--- config.mk ---
export PLATFORM = sky130hd
export DESIGN_NAME = clock_set_ctrl
export DESIGN_NICKNAME = d
export VERILOG_FILES = /design/src/rtl/clock_set_ctrl.sv
export SDC_FILE = /design/constraint.sdc
export NUM_CORES = 1
export LEC_CHECK = 0
export BUFFER_PORTS_ARGS = -buffer_cell sky130_fd_sc_hd__clkbuf_2
export CORE_ASPECT_RATIO = 0.8
export CORE_MARGIN = 2
export CORE_UTILIZATION = 57
export CTS_CLUSTER_DIAMETER = 200
export DETAILED_ROUTE_END_ITERATION = 8
export PLACE_DENSITY = 0.83
export SLEW_MARGIN = 20
export SYNTH_ARGS = -nofsm -noshare
export SYNTH_HDL_FRONTEND = slang
export SYNTH_SLANG_ARGS = --single-unit
--- constraint.sdc ---
create_clock -name clk -period 3.81 [get_ports clk]
set_clock_uncertainty 0.15 [all_clocks]
set_input_delay 0.5715 -clock clk [delete_from_list [all_inputs] [get_ports clk]]
set_output_delay 0.5715 -clock clk [all_outputs]
set_load 0.01 [all_outputs]
--- src/rtl/clock_set_ctrl.sv ---
// clock_set_ctrl: BCD time and alarm keeping, set-mode FSM, hourly chime and alarm.
// All display and status outputs are registered from next-state values.
module clock_set_ctrl #(
    parameter int TIMEOUT_S  = 10,
    parameter int HOURLY_LEN = 2,
    parameter int ALARM_LEN  = 30
) (
    input  logic        clk,
    input  logic        rst_N,
    input  logic        tick_1hz,
    input  logic        key_mode,
    input  logic        key_inc,
    input  logic        alarm_on,
    output logic [23:0] number_BCD,
    output logic [2:0]  DTube_en,
    output logic [2:0]  Twinkle_en,
    output logic        HOURLY,
    output logic        ALARM,
    output logic [2:0]  mode
);

    typedef enum logic [2:0] {
        RUN   = 3'd0,
        SET_H = 3'd1,
        SET_M = 3'd2,
        SET_S = 3'd3,
        ALM_H = 3'd4,
        ALM_M = 3'd5
    } state_t;

    localparam int TW = $clog2(TIMEOUT_S + 1);
    localparam int HW = $clog2(HOURLY_LEN + 1);
    localparam int AW = $clog2(ALARM_LEN + 1);

    localparam logic [TW-1:0] TO_LAST = TW'(TIMEOUT_S - 1);
    localparam logic [HW-1:0] HR_LOAD = HW'(HOURLY_LEN);
    localparam logic [AW-1:0] AL_LOAD = AW'(ALARM_LEN);

    state_t        state;
    state_t        state_n;
    logic [TW-1:0] tcnt;
    logic [TW-1:0] tcnt_n;
    logic [HW-1:0] hcnt;
    logic [HW-1:0] hcnt_n;
    logic [AW-1:0] acnt;
    logic [AW-1:0] acnt_n;

    logic [7:0] hh;
    logic [7:0] mm;
    logic [7:0] ss;
    logic [7:0] ah;
    logic [7:0] am;
    logic [7:0] hh_n;
    logic [7:0] mm_n;
    logic [7:0] ss_n;
    logic [7:0] ah_n;
    logic [7:0] am_n;

    logic key_any;
    logic ack;
    logic mode_ev;
    logic inc_ev;
    logic in_set;
    logic time_run;
    logic hour_roll;
    logic alarm_hit;
    logic alm_view;

    logic [23:0] disp_n;
    logic [2:0]  dtube_n;
    logic [2:0]  twinkle_n;

    // Two-digit BCD increment that wraps to 00 after top.
    function automatic logic [7:0] bcd_inc(
        input logic [7:0] v,
        input logic [7:0] top
    );
        if (v == top) begin
            return 8'h00;
        end else if (v[3:0] == 4'd9) begin
            return {v[7:4] + 4'd1, 4'd0};
        end else begin
            return v + 8'd1;
        end
    endfunction

    assign mode = state;

    // Key qualification: a key during a ringing alarm only silences it.
    always_comb begin
        key_any  = key_mode | key_inc;
        ack      = ALARM & key_any;
        mode_ev  = key_mode & ~ack;
        inc_ev   = key_inc & ~key_mode & ~ack;
        in_set   = (state == SET_H) || (state == SET_M) ||
                   (state == SET_S) || (state == ALM_H) ||
                   (state == ALM_M);
        time_run = tick_1hz &&
                   ((state == RUN) || (state == ALM_H) ||
                    (state == ALM_M));
    end

    // Mode sequencing plus idle timeout back to RUN; keys beat the timeout.
    always_comb begin
        state_n = state;
        tcnt_n  = '0;
        case (state)
            RUN:     if (mode_ev) state_n = SET_H;
            SET_H:   if (mode_ev) state_n = SET_M;
            SET_M:   if (mode_ev) state_n = SET_S;
            SET_S:   if (mode_ev) state_n = ALM_H;
            ALM_H:   if (mode_ev) state_n = ALM_M;
            ALM_M:   if (mode_ev) state_n = RUN;
            default: state_n = RUN;
        endcase
        if (in_set && !key_any) begin
            tcnt_n = tcnt;
            if (tick_1hz) begin
                if (tcnt == TO_LAST) begin
                    state_n = RUN;
                    tcnt_n  = '0;
                end else begin
                    tcnt_n = tcnt + TW'(1);
                end
            end
        end
    end

    // Next time and alarm: 1 Hz ripple outside SET_*, key edits per state.
    always_comb begin
        hh_n = hh;
        mm_n = mm;
        ss_n = ss;
        ah_n = ah;
        am_n = am;
        if (time_run) begin
            ss_n = bcd_inc(ss, 8'h59);
            if (ss == 8'h59) begin
                mm_n = bcd_inc(mm, 8'h59);
                if (mm == 8'h59) begin
                    hh_n = bcd_inc(hh, 8'h23);
                end
            end
        end
        if (inc_ev) begin
            case (state)
                SET_H:   hh_n = bcd_inc(hh, 8'h23);
                SET_M:   mm_n = bcd_inc(mm, 8'h59);
                SET_S:   ss_n = bcd_inc(ss, 8'h59);
                ALM_H:   ah_n = bcd_inc(ah, 8'h23);
                ALM_M:   am_n = bcd_inc(am, 8'h59);
                default: ;
            endcase
        end
    end

    // Chime and alarm length counters; only tick-driven time can trigger them.
    always_comb begin
        hour_roll = time_run && (ss == 8'h59) && (mm == 8'h59);
        alarm_hit = time_run && alarm_on &&
                    (hh_n == ah) && (mm_n == am) &&
                    (ss_n == 8'h00);
        hcnt_n = hcnt;
        if (hour_roll) begin
            hcnt_n = HR_LOAD;
        end else if (tick_1hz && (hcnt != '0)) begin
            hcnt_n = hcnt - HW'(1);
        end
        acnt_n = acnt;
        if (!alarm_on) begin
            acnt_n = '0;
        end else if (alarm_hit) begin
            acnt_n = AL_LOAD;
        end else if (ack) begin
            acnt_n = '0;
        end else if (tick_1hz && (acnt != '0)) begin
            acnt_n = acnt - AW'(1);
        end
    end

    // Display view for the state being entered: alarm digits in ALM_*.
    always_comb begin
        alm_view  = (state_n == ALM_H) || (state_n == ALM_M);
        disp_n    = alm_view ? {ah_n, am_n, 8'h00} : {hh_n, mm_n, ss_n};
        dtube_n   = alm_view ? 3'b110 : 3'b111;
        twinkle_n = 3'b000;
        case (state_n)
            SET_H, ALM_H: twinkle_n = 3'b100;
            SET_M, ALM_M: twinkle_n = 3'b010;
            SET_S:        twinkle_n = 3'b001;
            default:      twinkle_n = 3'b000;
        endcase
    end

    // FSM state and timeout counter register.
    always_ff @(posedge clk or negedge rst_N) begin
        if (!rst_N) begin
            state <= RUN;
            tcnt  <= '0;
        end else begin
            state <= state_n;
            tcnt  <= tcnt_n;
        end
    end

    // Time, alarm, chime counters and registered display outputs.
    always_ff @(posedge clk or negedge rst_N) begin
        if (!rst_N) begin
            hh         <= 8'h00;
            mm         <= 8'h00;
            ss         <= 8'h00;
            ah         <= 8'h06;
            am         <= 8'h00;
            hcnt       <= '0;
            acnt       <= '0;
            number_BCD <= 24'h000000;
            DTube_en   <= 3'b111;
            Twinkle_en <= 3'b000;
            HOURLY     <= 1'b0;
            ALARM      <= 1'b0;
        end else begin
            hh         <= hh_n;
            mm         <= mm_n;
            ss         <= ss_n;
            ah         <= ah_n;
            am         <= am_n;
            hcnt       <= hcnt_n;
            acnt       <= acnt_n;
            number_BCD <= disp_n;
            DTube_en   <= dtube_n;
            Twinkle_en <= twinkle_n;
            HOURLY     <= (hcnt_n != '0);
            ALARM      <= (acnt_n != '0);
        end
    end

endmodule

## Word level (Yosys, flattened, before mapping)

Cells that the tools add are included.
W data, S select, Z words.

- Add/subtract/negate cells: 13
- Eq/ne operators: 24
- Multiplexer cells: 48
- Bitwise operators: 7
- Reductions and logical operators: 26

Operators with widths:

| cell | count |
|---|---|
| $mux W8 | 26 |
| $add A8 B1 Y8 const B | 5 |
| $mux W3 | 9 |
| $add A4 B1 Y4 const B | 6 |
| $eq A4 B4 Y1 const B | 6 |
| $eq A8 B7 Y1 const B | 3 |
| $mux W24 | 1 |
| $mux W5 | 4 |
| $pmux W3 S6 | 1 |
| $eq A8 B6 Y1 const B | 2 |
| $eq A8 B8 Y1 | 2 |
| $eq A3 B2 Y1 const B | 4 |
| $eq A3 B3 Y1 const B | 4 |
| $mux W4 | 3 |
| $logic_and A1 B1 Y1 | 10 |
| $reduce_bool A5 Y1 | 2 |
| $pmux W3 S3 | 1 |
| $logic_not A8 Y1 | 1 |
| $logic_or A1 B1 Y1 | 7 |
| $eq A3 B1 Y1 const B | 2 |
| $sub A5 B1 Y5 const B | 1 |
| $and A1 B1 Y1 | 4 |
| $mux W2 | 2 |
| $reduce_bool A2 Y1 | 2 |
| other kinds (8) | 10 |

- Register bits after elaboration: 85
- Output and inout port bits: 35

## Longest topological paths before layout

- Depth after elaboration: 15
- Gate-level depth with buffers: 13
- Mapped depth without buffers: 10

## Worst setup path after synthesis

Ideal clock, no wire load.

- Kind: in2reg
- From: input port key_mode
- To: register acnt[0]
- Arrival: 3.040 ns
- Data required time: 3.540 ns
- Slack: 0.501 ns
- Stages on the path: 10
- Path through: nand4bb_1 -> buf_6 -> a2bb2oi_4 -> nor4_2 -> mux2_4 -> a211o_1 -> or4_1 -> or4_1 -> buf_2 -> and3_1

RTL lines:

| element | line | text |
|---|---|---|
| start: declaration | 11 | `input logic key_mode,` |
| $or A1 B1 Y1 | 91 | `key_any = key_mode \| key_inc;` |
| $and A1 B1 Y1 | 92 | `ack = ALARM & key_any;` |
| $not A1 Y1 | 94 | `inc_ev = key_inc & ~key_mode & ~ack;` |
| $and A1 B1 Y1 * | 94 |  |
| $mux W8 * | 145 | `if (inc_ev) begin` |
| via ss_n[7] | 55 | `logic [7:0] ss_n;` |
| $logic_not A8 Y1 * | 162 | `(ss_n == 8'h00);` |
| $logic_and A1 B1 Y1 * | 161 | `(hh_n == ah) && (mm_n == am) &&` |
| $mux W5 * | 172 | `end else if (alarm_hit) begin` |
| $mux W5 * | 170 | `if (!alarm_on) begin` |
| via acnt_n[0] | 46 | `logic [AW-1:0] acnt_n;` |
| end signal: assignment | 228 | `acnt <= acnt_n;` |
| end: declaration | 45 | `logic [AW-1:0] acnt;` |

Mark *: on every way through the listed nets, which the timed path passes. The rest lies on a longest branch.
A chain may end at the register's enable or synchronous reset.

## Worst setup path after layout

- From: register ss[1]
- To: register acnt[0]

- Longest elaborated chain between the ends: 11

Ends and longest elaborated chain:

| element | line | text |
|---|---|---|
| start: declaration | 50 | `logic [7:0] ss;` |
| start signal: assignment | 224 | `ss <= ss_n;` |
| branches (longest 8 deep; another with $add A8 B1 Y8) | n/a |  |
| $logic_and A1 B1 Y1 * | 161 |  |
| $mux W5 * | 172 |  |
| $mux W5 * | 170 |  |
| via acnt_n[0] | 46 |  |

Mark *: on every way through the listed nets, which the timed path passes.

==> flow_summary.json <==
{
  "root_buffer": "clkbuf_16",
  "fin_ws_ns": 0.240,
  "cp_data_required_time_ns": 3.89,
  "wl_per_cell_um": 17.7,
  "netlist.area_leader.share": 0.391,
  "initial_core_util": 0.579,
  "worstPathMaxFanout": 11,
  "cp_cell_sequence": "inv_1 -> ha_1 -> and3b_1 -> nand4_2 -> o22ai_4 -> nand2_2 -> a211o_1 -> or4_1 -> or4_1 -> and3_1",
  "num_vias": 4316,
  "hpwl_um": 9080,
  "hold_buffers": 0,
  "n_antenna_cell": 0,
  "ff_latch_area_mm2": 0.00211,
  "hp-class": "primary input to async pin",
  "post-place-ws_ns": 0.214,
  "path_buf_inv": 1,
  "max_cap_viol_count": 0,
  "synthTopCellsByArea": "dfrtp_1 39%, ha_1 5.8%, mux2_2 5.0%",
  "p_per_area_mw_per_mm2": 663,
  "crit_type": "flop to flop",
  "ys_ff_latch": 84,
  "coreArea_mm2": 0.00896,
  "rsz0062_at_grt": "false",
  "final_antenna_net_count": 0,
  "outcome": "complete, no violations",
  "synth_top_area_cell": "dfrtp_1",
  "final_area_mm2": 0.00572,
  "cts_sinks": 84,
  "timing.critical_path.mode_cell": "or4_1",
  "syn_inst": 551,
  "min_period_ns": 3.57,
  "power_leakage_uw": 0.00267,
  "portBuffers": 38,
  "yosysWarnings": 0,
  "first_pass_iters": 5,
  "grt.total_usage": 0.258,
  "die-height_um": 89.3,
  "cp_data_arrival_time_ns": 3.65,
  "antenna_found_initial": 0,
  "cts_resized": 0,
  "drt_wl_total_um": 12400,
  "ys_types": 80,
  "crit_slowest_cell": "or4_1",
  "worstMarginPinSlew_ns": 0.730,
  "grt_max_degree": 85,
  "gp_congestion": 0.982,
  "post_dp_cell_area_mm2": 0.00543,
  "cp_slowest_stage_delay_ns": 0.62,
  "multiInputGateArea_mm2": 0.00284,
  "grt-ovfl-total": 0,
  "hold_violations": 0,
  "numCtsBuffers": 9,
  "cts_tree": "built",
  "grt_pass1_wl_um": 19900,
  "synth.avg_cell_area_um2": 9.42,
  "ir_drop_v": 0.000468,
  "io_pins": 41,
  "worst_setup_path_start_kind": "flop",
  "die_area_mm2": 0.00989,
  "critPathTopFamily": "simple AND/OR/NAND/NOR gates",
  "max_freq_mhz": 280,
  "rows": 31,
  "fp.dieW_um": 111,
  "viasPerCell": 6.17,
  "cts_buffer_depth": 2,
  "slew_viol_final": 0,
  "ys_async_sr_fraction": 1.00,
  "syn_to_final_growth_pct": 10.3,
  "first_global_vias": 3945,
  "drt_iter0_markers": 420,
  "synth_flop_cell": "dfrtp_1",
  "cts-htree-levels": 3,
  "end_kind": "flop",
  "drive_gt1_frac": 0.179,
  "fillCellCount": 719,
  "final_nets": 610,
  "setup_viol_count_final": 0,
  "cts_setup_buffers": 0,
  "clk_latency_ns": 0.35,
  "tns_ns": 0,
  "max-slew-margin-rel": 0.513,
  "ys_seq_area_frac": 0.406,
  "synth_area_mm2": 0.00519,
  "min_period_over_period": 0.937,
  "drc": 0,
  "clkSlewWorstSetupHoldPaths_ns": 0.07,
  "synth-edff-count": 0
}
-- cells in the final DEF (no fill, tap or decap), types with 7 or more instances in the layout --
cell type / instances
nand3_1: 13
xnor2_1: 13
a21o_1: 7
inv_1: 28
a211oi_1: 7
clkbuf_16: 9
nand4_1: 8
nor2_1: 35
a21oi_1: 23
xor2_1: 12
ha_1: 24
dfrtp_1: 81
nor2b_1: 7
mux2_2: 23
nor3_1: 14
o21ai_0: 29
nand2b_1: 7
clkbuf_2: 37
a31oi_1: 12
nand2_1: 66
-- final timing paths --
check,from,end,slack (ns),cells past startpoint
setup / recovery,ss[1],acnt[0],0.24,10
hold / removal,rst_N,number_BCD[0],0.12,1
setup reg to reg,ss[1],acnt[0],0.24,10
hold reg to reg,hcnt[1],HOURLY,0.39,2
max in group asynchronous,rst_N,am[5],2.90,1
min in group clk,hcnt[1],HOURLY,0.39,2
-- per-layer routing --
layer	up-vias	routed length [um]	part of all wire	GRT usage
met4	0	180	0.015	0.0886
met1	2104	5800	0.47	0.356
met2	155	5560	0.45	0.412
met5	-	0	0	0
li1	2041	-	-	-
met3	16	829	0.067	0.0549
-- cell type report --
type	count	area share
multi-input combinational	413	0.497
sequential	84	0.368
timing repair buffer	44	0.0422
clock buffer	9	0.0394
tap	115	0.0251
inverter	28	0.0184
clock inverter	7	0.0105
-- state kept, by name, indices dropped and copies added (netlist names) --
name and cells:
Twinkle_en 3, hcnt 2, am 8, mode 3, ah 8, number_BCD 24, tcnt 4, hh 8
ss 8, mm 8, DTube_en 1, acnt 5, HOURLY 1, ALARM 1
-- worst reg2reg max path, delay by kind of cell (launching register included) --
kind	cells	cell delay, ns
simple gates	6	1.95
compound gates	2	0.66
buf+inv	1	0.09
fa+ha+maj	1	0.20
flops	1	0.41
-- cell families after synthesis --
family	Yosys count	synth area share
and+or+nand+nor	204	0.210
AOI/OAI and AO/OA	129	0.173
DFF	84	0.406
buffers and inverters	55	0.0480
muxes	29	0.0625
xor gates and xnor gates	25	0.0422
adders and majority gates	24	0.0579
other	1	0.000723
-- power breakdown --
part	total (uW)	switching [uW]	leakage [uW]	internal [uW]
combinational	1540	863	0.00146	679
sequential	1430	284	0.00108	1140
clock	828	378	0.000130	450
-- per-stage QoR --
stage	util	hold WS (ns)	power [uW]	std cells
2_1_floorplan	-	0.126	2530	552
3_3_place_gp	0.606	0.363	2910	684
3_5_place_dp	0.606	0.387	2960	684
4_1_cts	0.638	0.301	3800	700
5_1_grt	0.639	0.197	4040	700
6_report	0.639	0.119	3800	700
-- cells in the mapped netlist, drive strengths merged (5+ instances only) --
| library cell | instances |
|---|---|
| dfrtp | 81 |
| nand2 | 68 |
| nor2 | 35 |
| o21ai | 29 |
| inv | 28 |
| a21oi | 25 |
| ha | 24 |
| mux2 | 24 |
| buf | 16 |
| nor3 | 14 |
| nand3 | 13 |
| xnor2 | 13 |
| a31oi | 12 |
| xor2 | 12 |
| clkbuf | 11 |
| nand4 | 9 |
| nand2b | 8 |
| nor2b | 8 |
| a211oi | 7 |
| a21o | 7 |
| and2 | 7 |
| o22ai | 7 |
| or3 | 6 |
| and3 | 5 |
| mux2i | 5 |
| nand3b | 5 |
| nor4 | 5 |
| o211ai | 5 |
(Power assumes the default switching activity.)
